### config.mk
export PLATFORM = sky130hd
export DESIGN_NAME = traffic_request_encoder
export DESIGN_NICKNAME = d
export VERILOG_FILES = /design/src/rtl/traffic_request_encoder.sv
export SDC_FILE = /design/constraint.sdc
export NUM_CORES = 1
export LEC_CHECK = 0
export BUFFER_PORTS_ARGS = -buffer_cell sky130_fd_sc_hd__clkbuf_2
export CAP_MARGIN = 25
export CORE_AREA = 2 2 77 50
export DETAILED_ROUTE_END_ITERATION = 10
export DIE_AREA = 0 0 79 52
export GPL_TIMING_DRIVEN = 0
export PLACE_DENSITY = 0.72
export SYNTH_ARGS = -nofsm -noshare
export SYNTH_HDL_FRONTEND = slang
export SYNTH_SLANG_ARGS = --single-unit
### constraint.sdc
create_clock -name clk -period 1.9 [get_ports clk]
set_clock_uncertainty 0.15 [all_clocks]
set_input_delay 0.285 -clock clk [delete_from_list [all_inputs] [get_ports clk]]
set_output_delay 0.285 -clock clk [all_outputs]
set_load 0.05 [all_outputs]
### src/rtl/traffic_request_encoder.sv
// Turns raw detector and pedestrian inputs into a one-at-a-time request code for
// the light controller. Inputs are synchronized and debounced, then latched as pending.
module traffic_request_encoder #(
   parameter int DEB_CYCLES = 4,
   parameter int TIMEOUT    = 64
) (
   input  logic       clk,
   input  logic       res_n,
   input  logic       en,
   input  logic       det_ns,
   input  logic       det_ew,
   input  logic       ped_btn,
   input  logic [3:0] grant,
   output logic [1:0] req,
   output logic       stuck
);

   localparam int DW = $clog2(DEB_CYCLES + 1);
   localparam int TW = $clog2(TIMEOUT + 1);
   localparam logic [DW-1:0] DEB_MAX  = DW'(DEB_CYCLES);
   localparam logic [DW-1:0] DEB_LAST = DW'(DEB_CYCLES - 1);
   localparam logic [TW-1:0] TO_MAX   = TW'(TIMEOUT);
   localparam logic [TW-1:0] TO_LAST  = TW'(TIMEOUT - 1);

   localparam logic [1:0] REQ_NONE = 2'b00;
   localparam logic [1:0] REQ_NS   = 2'b01;
   localparam logic [1:0] REQ_EW   = 2'b10;
   localparam logic [1:0] REQ_PED  = 2'b11;

   typedef enum logic [1:0] {IDLE, SHOW, GAP} state_t;

   // Bit index 0 = NS, 1 = EW, 2 = pedestrian throughout.
   logic [2:0]    raw, sync1, sync2, fire, clr, pend;
   logic [DW-1:0] deb_cnt [3];
   logic [TW-1:0] tcnt;
   logic [1:0]    sel_code;
   logic          code_pend;
   logic          last_ew;
   state_t        state;

   assign raw = {ped_btn, det_ew, det_ns};
   assign clr = {grant == 4'b0000, grant[1], grant[3]};

   // An event fires only on the edge the counter climbs to DEB_CYCLES, so a held
   // input produces exactly one event until it drops low again.
   always_comb begin
      fire = '0;
      for (int i = 0; i < 3; i++)
         fire[i] = sync2[i] && (deb_cnt[i] == DEB_LAST);
   end

   // NOTE: the debounce counters are a handful of flops, not a RAM, so resetting
   // them in the loop costs nothing and keeps event timing defined after reset.
   always_ff @(posedge clk or posedge res_n) begin
      if (res_n) begin
         sync1 <= '0;
         sync2 <= '0;
         pend  <= '0;
         for (int i = 0; i < 3; i++) deb_cnt[i] <= '0;
      end else if (en) begin
         // NOTE: non-blocking assignments give both synchronizer stages the old
         // value of the stage before them, which is what makes this two flops.
         sync1 <= raw;
         sync2 <= sync1;
         for (int i = 0; i < 3; i++) begin
            if (!sync2[i])
               deb_cnt[i] <= '0;
            else if (deb_cnt[i] != DEB_MAX)
               deb_cnt[i] <= deb_cnt[i] + 1'b1;
         end
         pend <= (pend | fire) & ~clr;
      end
   end

   // NOTE: every signal in these combinational blocks gets a default first so
   // no path through the if/case leaves it holding a value (no latch).
   always_comb begin
      sel_code = REQ_NONE;
      if (pend[2])
         sel_code = REQ_PED;
      else if (pend[0] && pend[1])
         sel_code = last_ew ? REQ_NS : REQ_EW;
      else if (pend[0])
         sel_code = REQ_NS;
      else if (pend[1])
         sel_code = REQ_EW;
   end

   always_comb begin
      code_pend = 1'b0;
      case (req)
         REQ_NS:  code_pend = pend[0];
         REQ_EW:  code_pend = pend[1];
         REQ_PED: code_pend = pend[2];
         default: code_pend = 1'b0;
      endcase
   end

   // req doubles as the latched code: it is only non-zero while in SHOW.
   always_ff @(posedge clk or posedge res_n) begin
      if (res_n) begin
         state   <= IDLE;
         req     <= REQ_NONE;
         last_ew <= 1'b1;
         tcnt    <= '0;
         stuck   <= 1'b0;
      end else if (en) begin
         case (state)
            IDLE: begin
               if (|pend) begin
                  state <= SHOW;
                  req   <= sel_code;
                  tcnt  <= '0;
               end
            end
            SHOW: begin
               if (tcnt != TO_MAX) tcnt <= tcnt + 1'b1;
               if (tcnt == TO_LAST) stuck <= 1'b1;
               if (!code_pend) begin
                  state <= GAP;
                  req   <= REQ_NONE;
                  if (req == REQ_NS)
                     last_ew <= 1'b0;
                  else if (req == REQ_EW)
                     last_ew <= 1'b1;
               end
            end
            GAP:     state <= IDLE;
            default: state <= IDLE;
         endcase
      end
   end

endmodule

==> impl_results.md, run 1 <==
* Reg2reg end: tcnt[1]$_DFFE_PP0P_
* Leakage at 0.9453 nW
* Ports at 13
* CP startpoint kind: flop
* Critical path depth in cells at 7
* Setup TNS at -0.05832 ns
* Initial antenna violation count at 0
* Hold path start: grant[3]
* Worst skew pair latency at 0.28 ns
* Fraction of layout cells with a size suffix above 1 at 0.2296
* R2r setup slk at -0.04 ns
* Crit path from: tcnt[0]$_DFFE_PP0P_
* Post-Syn Nets at 193
* Post-synthesis instance total at 168
* Global Route Usage Sum at 0.2055
* Slew margin rel. at 0.6302
* Yosys cell types at 40
* Most frequent cells in the layout: 29 x dfrtp_1, 17 x nand2_1, 16 x inv_1
* Register area share after synthesis at 0.4539
* HPWL Detailed at 2.579 mm
* Placed Instance Area at 1854 um2
* Final hold vios at 0
* R2r worst-path depth at 7
* Fin Hold WS at 0.03727 ns
* CP Capture Type: flop
* Clock Root Buffer: clkbuf_8
* Setup violators final at 5
* Clock group share of total power at 0.189
* N_diodes at 0
* Fmax at 516.6 MHz
* CP bufs+invs at 2
* RSZ-0062 raised after global routing: true
* VDD IR-drop max at 0.6793 mV
* Avg Cell Area, Syn at 10.19 um2
* Flop pwr share at 0.394
* CORE AREA at 3446 um2
* Status: complete, but fails checks
* Logic pwr share at 0.417
* Post-route clock period utilization at 1.019
* Asr flop ratio synth at 1.000
* Max capacitance violation total at 0
* Die area at 4108 um2
* Number of global-route vias before repair at 1422
* PD cells at 1294 nW/um2
* Nets@finish at 220
* DRC viols at 0
* H-Tree Depth at 2
* Starting Density at 0.4967
* Sink Count at 31
* Failing checks: negative setup slack
* Die width at 79 um
* Met1 usage at 0.2539
* Grt ovf at 0
* EDFF count, synth at 0
* Yosys warns at 0
* Leading area contributor after synthesis: dfrtp_1
* Cell-internal power at 1.604 mW
* Die H at 52 um
* I/O Buffers at 11
* Worst min-delay path class: in2reg
* Largest net degree at the start of global routing at 21
* Reg2reg start: tcnt[0]$_DFFE_PP0P_
* Mapped cell area at 1712 um2
* Largest delay share family, worst path: simple AND/OR/NAND/NOR gates
* Commonest non-fill, non-tap cell in the layout: dfrtp_1
* Setup WS post-layout at -0.03574 ns
* CTS Buf Count at 5
* Kind of critical path: reg2reg
* Fin area at 2034 um2
* Area contributors post-synth: dfrtp_1 44%, ha_1 11%, mux2_2 4.6%
* Slew Limit Fails at 0
* CP Data Arrival Time at 1.99 ns
* Slew at the pin closest to its max-slew limit at 0.5541 ns
* Via density at 5.556
* Routed WL at 3.649 mm
* Post-synthesis sequential element count at 31
* Slowest CP cell: or3b_4
* CTS tree: done
* P&R area growth vs syn at 18.86%
* Tot Pwr at 2.632 mW
* DRT iter0 DRCs at 65
* Critical Path Sink: tcnt[1]$_DFFE_PP0P_
* Min Tclk post-route at 1.936 ns
* Crit Path Max Fanout at 5
* Met3 Use GR at 0.05035
* Rows at 17
* Sw Share at 0.3906
* Longest Clk Path Bufs at 2
* Met2 usage at 0.3404
* 1st-pass router iterations at 4
* Top-area cell type share of the netlist area at 0.4386
* Routability congestion estimate at 0.8396
* Clock transition at the registers of the reported paths at 0.07 ns
* Final ANT Viol Nets at 0
* Max stage delay on crit path at 0.38 ns
* Vias post-DR at 1350
* Net switching power at 1.028 mW
* Final Util at 0.5904
* DR WL/cell at 15.02 um
* Busiest grt layer: met2
* Most used DFF post-synth: dfrtp_1
* CP required at 1.95 ns
* CP Cell Sequence: inv_1 -> ha_4 -> or3b_4 -> nor4_4 -> or3_1 -> buf_6 -> mux2i_1
* First-pass GRT wire length at 6.417 mm
## routing by layer
metal  wire, um  up-vias
met1       1750      660
li1           -      655
met4         60        0
met3        133        7
met5          0        -
met2       1705       28
## cells in the mapped netlist (all sizes together), types with 3 or more instances
master and instances:
nor3 3, o21ai 8, o22ai 5, o41ai 3, nand2b 6, mux2 7, nand2 17, a22o 3
nand3 4, a21oi 10, dfrtp 30, a31oi 3, nor4 3, ha 15, clkbuf 4, mux2i 3
inv 17
## logic make-up (layout without fill, tap and decap cells)
family / count (synthesis) / count (layout) / synth area share
buf+inv: 23 / 51 / 0.05555
compound gates: 44 / 44 / 0.1718
fa+ha+maj: 15 / 15 / 0.1096
mux: 10 / 10 / 0.06360
simple gates: 45 / 45 / 0.1455
flops: 31 / 31 / 0.4540
## repair_timing
action	4_1_cts	5_1_grt
setup endpoints to repair	5	7
pin swaps	3	4
hold buffers	1	0
gates resized for setup	0	9
endpoints found under the hold margin	11	0
setup buffers	6	1
## state kept, by name, summed over array words and instances, names as in the netlist
name     count
req          2
stuck        1
last_ew      1
state        2
pend         3
sync1        3
sync2        3
tcnt         7
deb_cnt      9
## power groups by stage
stage / combinational [mW] / clock [mW] / sequential [mW]
after CTS: 1.04 / 0.506 / 1.02
after global placement: 0.900 / 0 / 1.03
after detailed placement: 0.978 / 0 / 1.05
after floorplan: 0.705 / 0 / 1.07
after global routing: 1.23 / 0.543 / 1.06
final: 1.10 / 0.498 / 1.04
## per-stage QoR
| step | instances | setup slack [ns] |
|---|---|---|
| 2_1_floorplan | 168 | -0.003384 |
| 3_3_place_gp | 226 | -0.08725 |
| 3_5_place_dp | 227 | -0.1371 |
| 4_1_cts | 242 | -0.1429 |
| 5_1_grt | 243 | -0.1661 |
| 6_report | 243 | -0.03574 |
## how the worst min path moves through the flow
stage                        endpoint  slack, ns  cells after the start
5_1_grt           pend[0]$_DFFE_PP0P_       0.04                      2
3_3_place_gp        stuck$_DFFE_PP0P_       0.32                      1
2_1_floorplan     pend[0]$_DFFE_PP0P_       0.23                      1
6_report          pend[0]$_DFFE_PP0P_       0.04                      2
4_1_cts           pend[0]$_DFFE_PP0P_       0.04                      2
3_5_place_dp   deb_cnt[3]$_DFFE_PP0P_       0.20                      2
## final cells by class
type / instances / area [um2]
Clock buffer: 7 / 76.32
Multi-Input combinational cell: 114 / 875.8
Sequential cell: 31 / 778.2
Buffer: 6 / 31.28
Clock inverter: 1 / 5.005
Inverter: 17 / 63.81
Tap cell: 47 / 58.81
Timing Repair Buffer: 20 / 145.1
Fill cell: 309 / 1411
(Power assumes the default switching activity.)
==> inputs of run 2 (changes only) <==
Settings changed: ABC_AREA set to 1, CORE_AREA 2 2 77 50 to 2 2 79 51, DIE_AREA 0 0 79 52 to 0 0 81 53.
==> impl_results.md, run 2 <==
* Final std cells w/o fill at 286 (+18%)
* Die H at 53 um (+1.9%)
* R2r setup slk at 0.36 ns (+0.39 ns)
* Met2 usage at 0.2617 (-0.07869)
* Routed WL at 3.293 mm (-9.8%)
* Post-route clock period utilization at 0.8113 (-0.2075)
* EDFF count, synth at 0 (unchanged)
* Post-Syn Nets at 243 (+26%)
* Kind of critical path: reg2reg
* Post-CTS Setup Repair Bufs at 0 (-6)
* Tot Pwr at 2.072 mW (-21%)
* Starting Density at 0.5103 (+0.01354)
* Met1 usage at 0.2584 (+0.004515)
* CP Capture Type: flop
* Ports at 13 (unchanged)
* Max capacitance violation total at 0 (unchanged)
* Rows at 17 (unchanged)
* DRT iter0 DRCs at 94 (+45%)
* Final hold vios at 0 (unchanged)
* Crit Path Max Fanout at 10 (+5)
* Setup violators final at 0 (-5)
* Top-count cell post-synth: nand2_1
* Final ANT Viol Nets at 0 (unchanged)
* Die width at 81 um (+2.5%)
* Placed insts at 277 (+22%)
* Final Util at 0.5790 (-0.01139)
* Slowest CP cell: dfrtp_1
* Fin area at 2044 um2 (+0.49%)
* Initial antenna violation count at 0 (unchanged)
* Slew Limit Fails at 0 (unchanged)
* Biggest registers after layout: deb_cnt: 9 flops, tcnt: 7 flops
* Die area at 4293 um2 (+4.5%)
* Met3 Use GR at 0.05802 (+0.007673)
* Nets@finish at 263 (+20%)
* DR WL/cell at 11.51 um (-23%)
* Slew at the pin closest to its max-slew limit at 0.5712 ns (+0.01715 ns)
* Top-area cell type share of the netlist area at 0.4167 (-0.02193)
* Global Route Usage Sum at 0.1860 (-0.01950)
* Status: finished, final reports clean
* Asr flop ratio synth at 1.000 (unchanged)
* Busiest grt layer: met2
* Avg Cell Area, Syn at 8.265 um2 (-19%)
* Setup TNS at 0 ns (+0.05832 ns)
* HPWL Detailed at 2.414 mm (-6.4%)
* Commonest non-fill, non-tap cell in the layout: nand2_1
* Hold depth at 2 (unchanged)
* Sink Count at 31 (unchanged)
* Post-synthesis instance total at 218 (+30%)
* CP bufs+invs at 2 (unchanged)
* Hold path start: grant[3]
* Area contributors post-synth: dfrtp_1 42%, nand2_1 13%, ha_1 10%
* Min Tclk post-route at 1.541 ns (-0.3943 ns)
* Largest net degree at the start of global routing at 21 (unchanged)
* Clock transition at the registers of the reported paths at 0.07 ns (about the same)
* CP startpoint kind: flop
* R2r worst-path depth at 9 (+2)
* Fraction of layout cells with a size suffix above 1 at 0.1925 (-0.03712)
* Most frequent cells in the layout: 63 x nand2_1, 34 x inv_1, 30 x dfrtp_1
* N_diodes at 0 (unchanged)
* Max stage delay on crit path at 0.42 ns (+0.04 ns)
* Yosys warns at 0 (unchanged)
* Number of global-route vias before repair at 1293 (-9.1%)
* P&R area growth vs syn at 13.47%
* Yosys cell types at 27 (-33%)
* CORE AREA at 3531 um2 (+2.5%)
* Grt ovf at 0 (unchanged)
* Hold EP: pend[0]$_DFFE_PP0P_
* Leading area contributor after synthesis: dfrtp_1
* CP required at 1.97 ns (+0.02 ns)
* Placed Instance Area at 1943 um2 (+4.8%)
* Clock Root Buffer: clkbuf_8
* Register area share after synthesis at 0.4312 (-0.02270)
* DRC viols at 0 (unchanged)
* Mapped cell area at 1802 um2 (+5.3%)
* VDD IR-drop max at 0.7642 mV (+13%)
* 1st-pass router iterations at 4 (unchanged)
* Most used DFF post-synth: dfrtp_1
* Slew margin rel. at 0.6188 (-0.01144)
* Routability congestion estimate at 0.9087 (+8.2%)
* H-Tree Depth at 2 (unchanged)
* RSZ-0062 raised after global routing: false
* PD cells at 1013 nW/um2 (-22%)
* Largest delay share family, worst path: simple AND/OR/NAND/NOR gates
* Largest Register: deb_cnt
* CTS Buf Count at 5 (unchanged)
* CTS tree: done
* Worst min-delay path class: in2reg
* Reg2reg start: tcnt[0]$_DFFE_PP0P_
* CP Data Arrival Time at 1.61 ns (-0.38 ns)
* Critical Path Most Common Cell: nand2_1
* Worst skew pair latency at 0.29 ns (about the same)
* Longest Clk Path Bufs at 2 (unchanged)
* First-pass GRT wire length at 5.761 mm (-10%)
* Synth cell count leaders: 63 x nand2_1, 34 x inv_1, 30 x dfrtp_1
* Fmax at 648.7 MHz (+26%)
* CP Cell Sequence: inv_1 -> ha_1 -> nand2_1 -> nor2_2 -> nand2_2 -> nand3_4 -> buf_6 -> nand2_1 -> nand2_1
* Post-synthesis sequential element count at 31 (unchanged)
* Via density at 4.874 (-12%)
* Vias post-DR at 1394 (+3.3%)
* Leakage at 1.054 nW (+12%)
* I/O Buffers at 11 (unchanged)
* Reg2reg end: tcnt[6]$_DFFE_PP0P_
* Max reg flops at 9 (unchanged)
[run 2: power breakdown]
group	switching, mW	leakage, nW	internal, mW
combinational	0.414	0.597	0.220
clock	0.255	0.0482	0.292
sequential	0.116	0.410	0.775
[run 2: kinds of logic (layout without fill, tap and decap cells)]
kind of cell,count (synthesis),count (layout),synth area share
buf+inv,40,61,0.09375
fa+ha+maj,15,15,0.1042
simple gates,104,104,0.2750
flops,31,31,0.4313
compound gates,28,28,0.09583
[run 2: area by class of cell]
cell class	instances	area [um2]
tap	47	58.81
clock inverter	1	5.005
timing repair buffer	13	92.59
clock buffer	7	86.33
buffer	3	27.53
inverter	37	141.4
sequential	31	777.0
fill	343	1486
multi-input combinational	147	855.8
[run 2: routing by layer]
| layer | share of wire | vias up |
|---|---|---|
| met5 | 0 | - |
| met4 | 0.019 | 0 |
| met3 | 0.049 | 8 |
| met2 | 0.39 | 29 |
| met1 | 0.55 | 626 |
| li1 | - | 731 |
[run 2: timing repair]
item                                   4_1_cts  5_1_grt
endpoints found under the hold margin       11        0
gates resized for setup                      0        0
hold buffers                                 1        0
[run 2: how the worst max path moves through the flow]
stage	start	end	slack (ns)	depth (start not counted)
2_1_floorplan	req[0]$_DFFE_PP0P_	req[0]$_DFFE_PP0P_	0.26	8
3_3_place_gp	res_n	state[0]$_DFFE_PP0P_	0.33	2
3_5_place_dp	tcnt[0]$_DFFE_PP0P_	tcnt[6]$_DFFE_PP0P_	0.41	9
4_1_cts	tcnt[0]$_DFFE_PP0P_	tcnt[6]$_DFFE_PP0P_	0.36	9
5_1_grt	tcnt[0]$_DFFE_PP0P_	tcnt[6]$_DFFE_PP0P_	0.25	9
6_report	tcnt[0]$_DFFE_PP0P_	tcnt[6]$_DFFE_PP0P_	0.36	9
[run 2: metrics by stage]
stage	setup slack (ns)	hold slack (ns)
floorplan	0.2614	0.2378
finish	0.3586	0.05483
CTS	0.3605	0.05222
global route	0.2506	0.05815
global placement	0.3341	0.3194
detailed placement	0.4080	0.1991
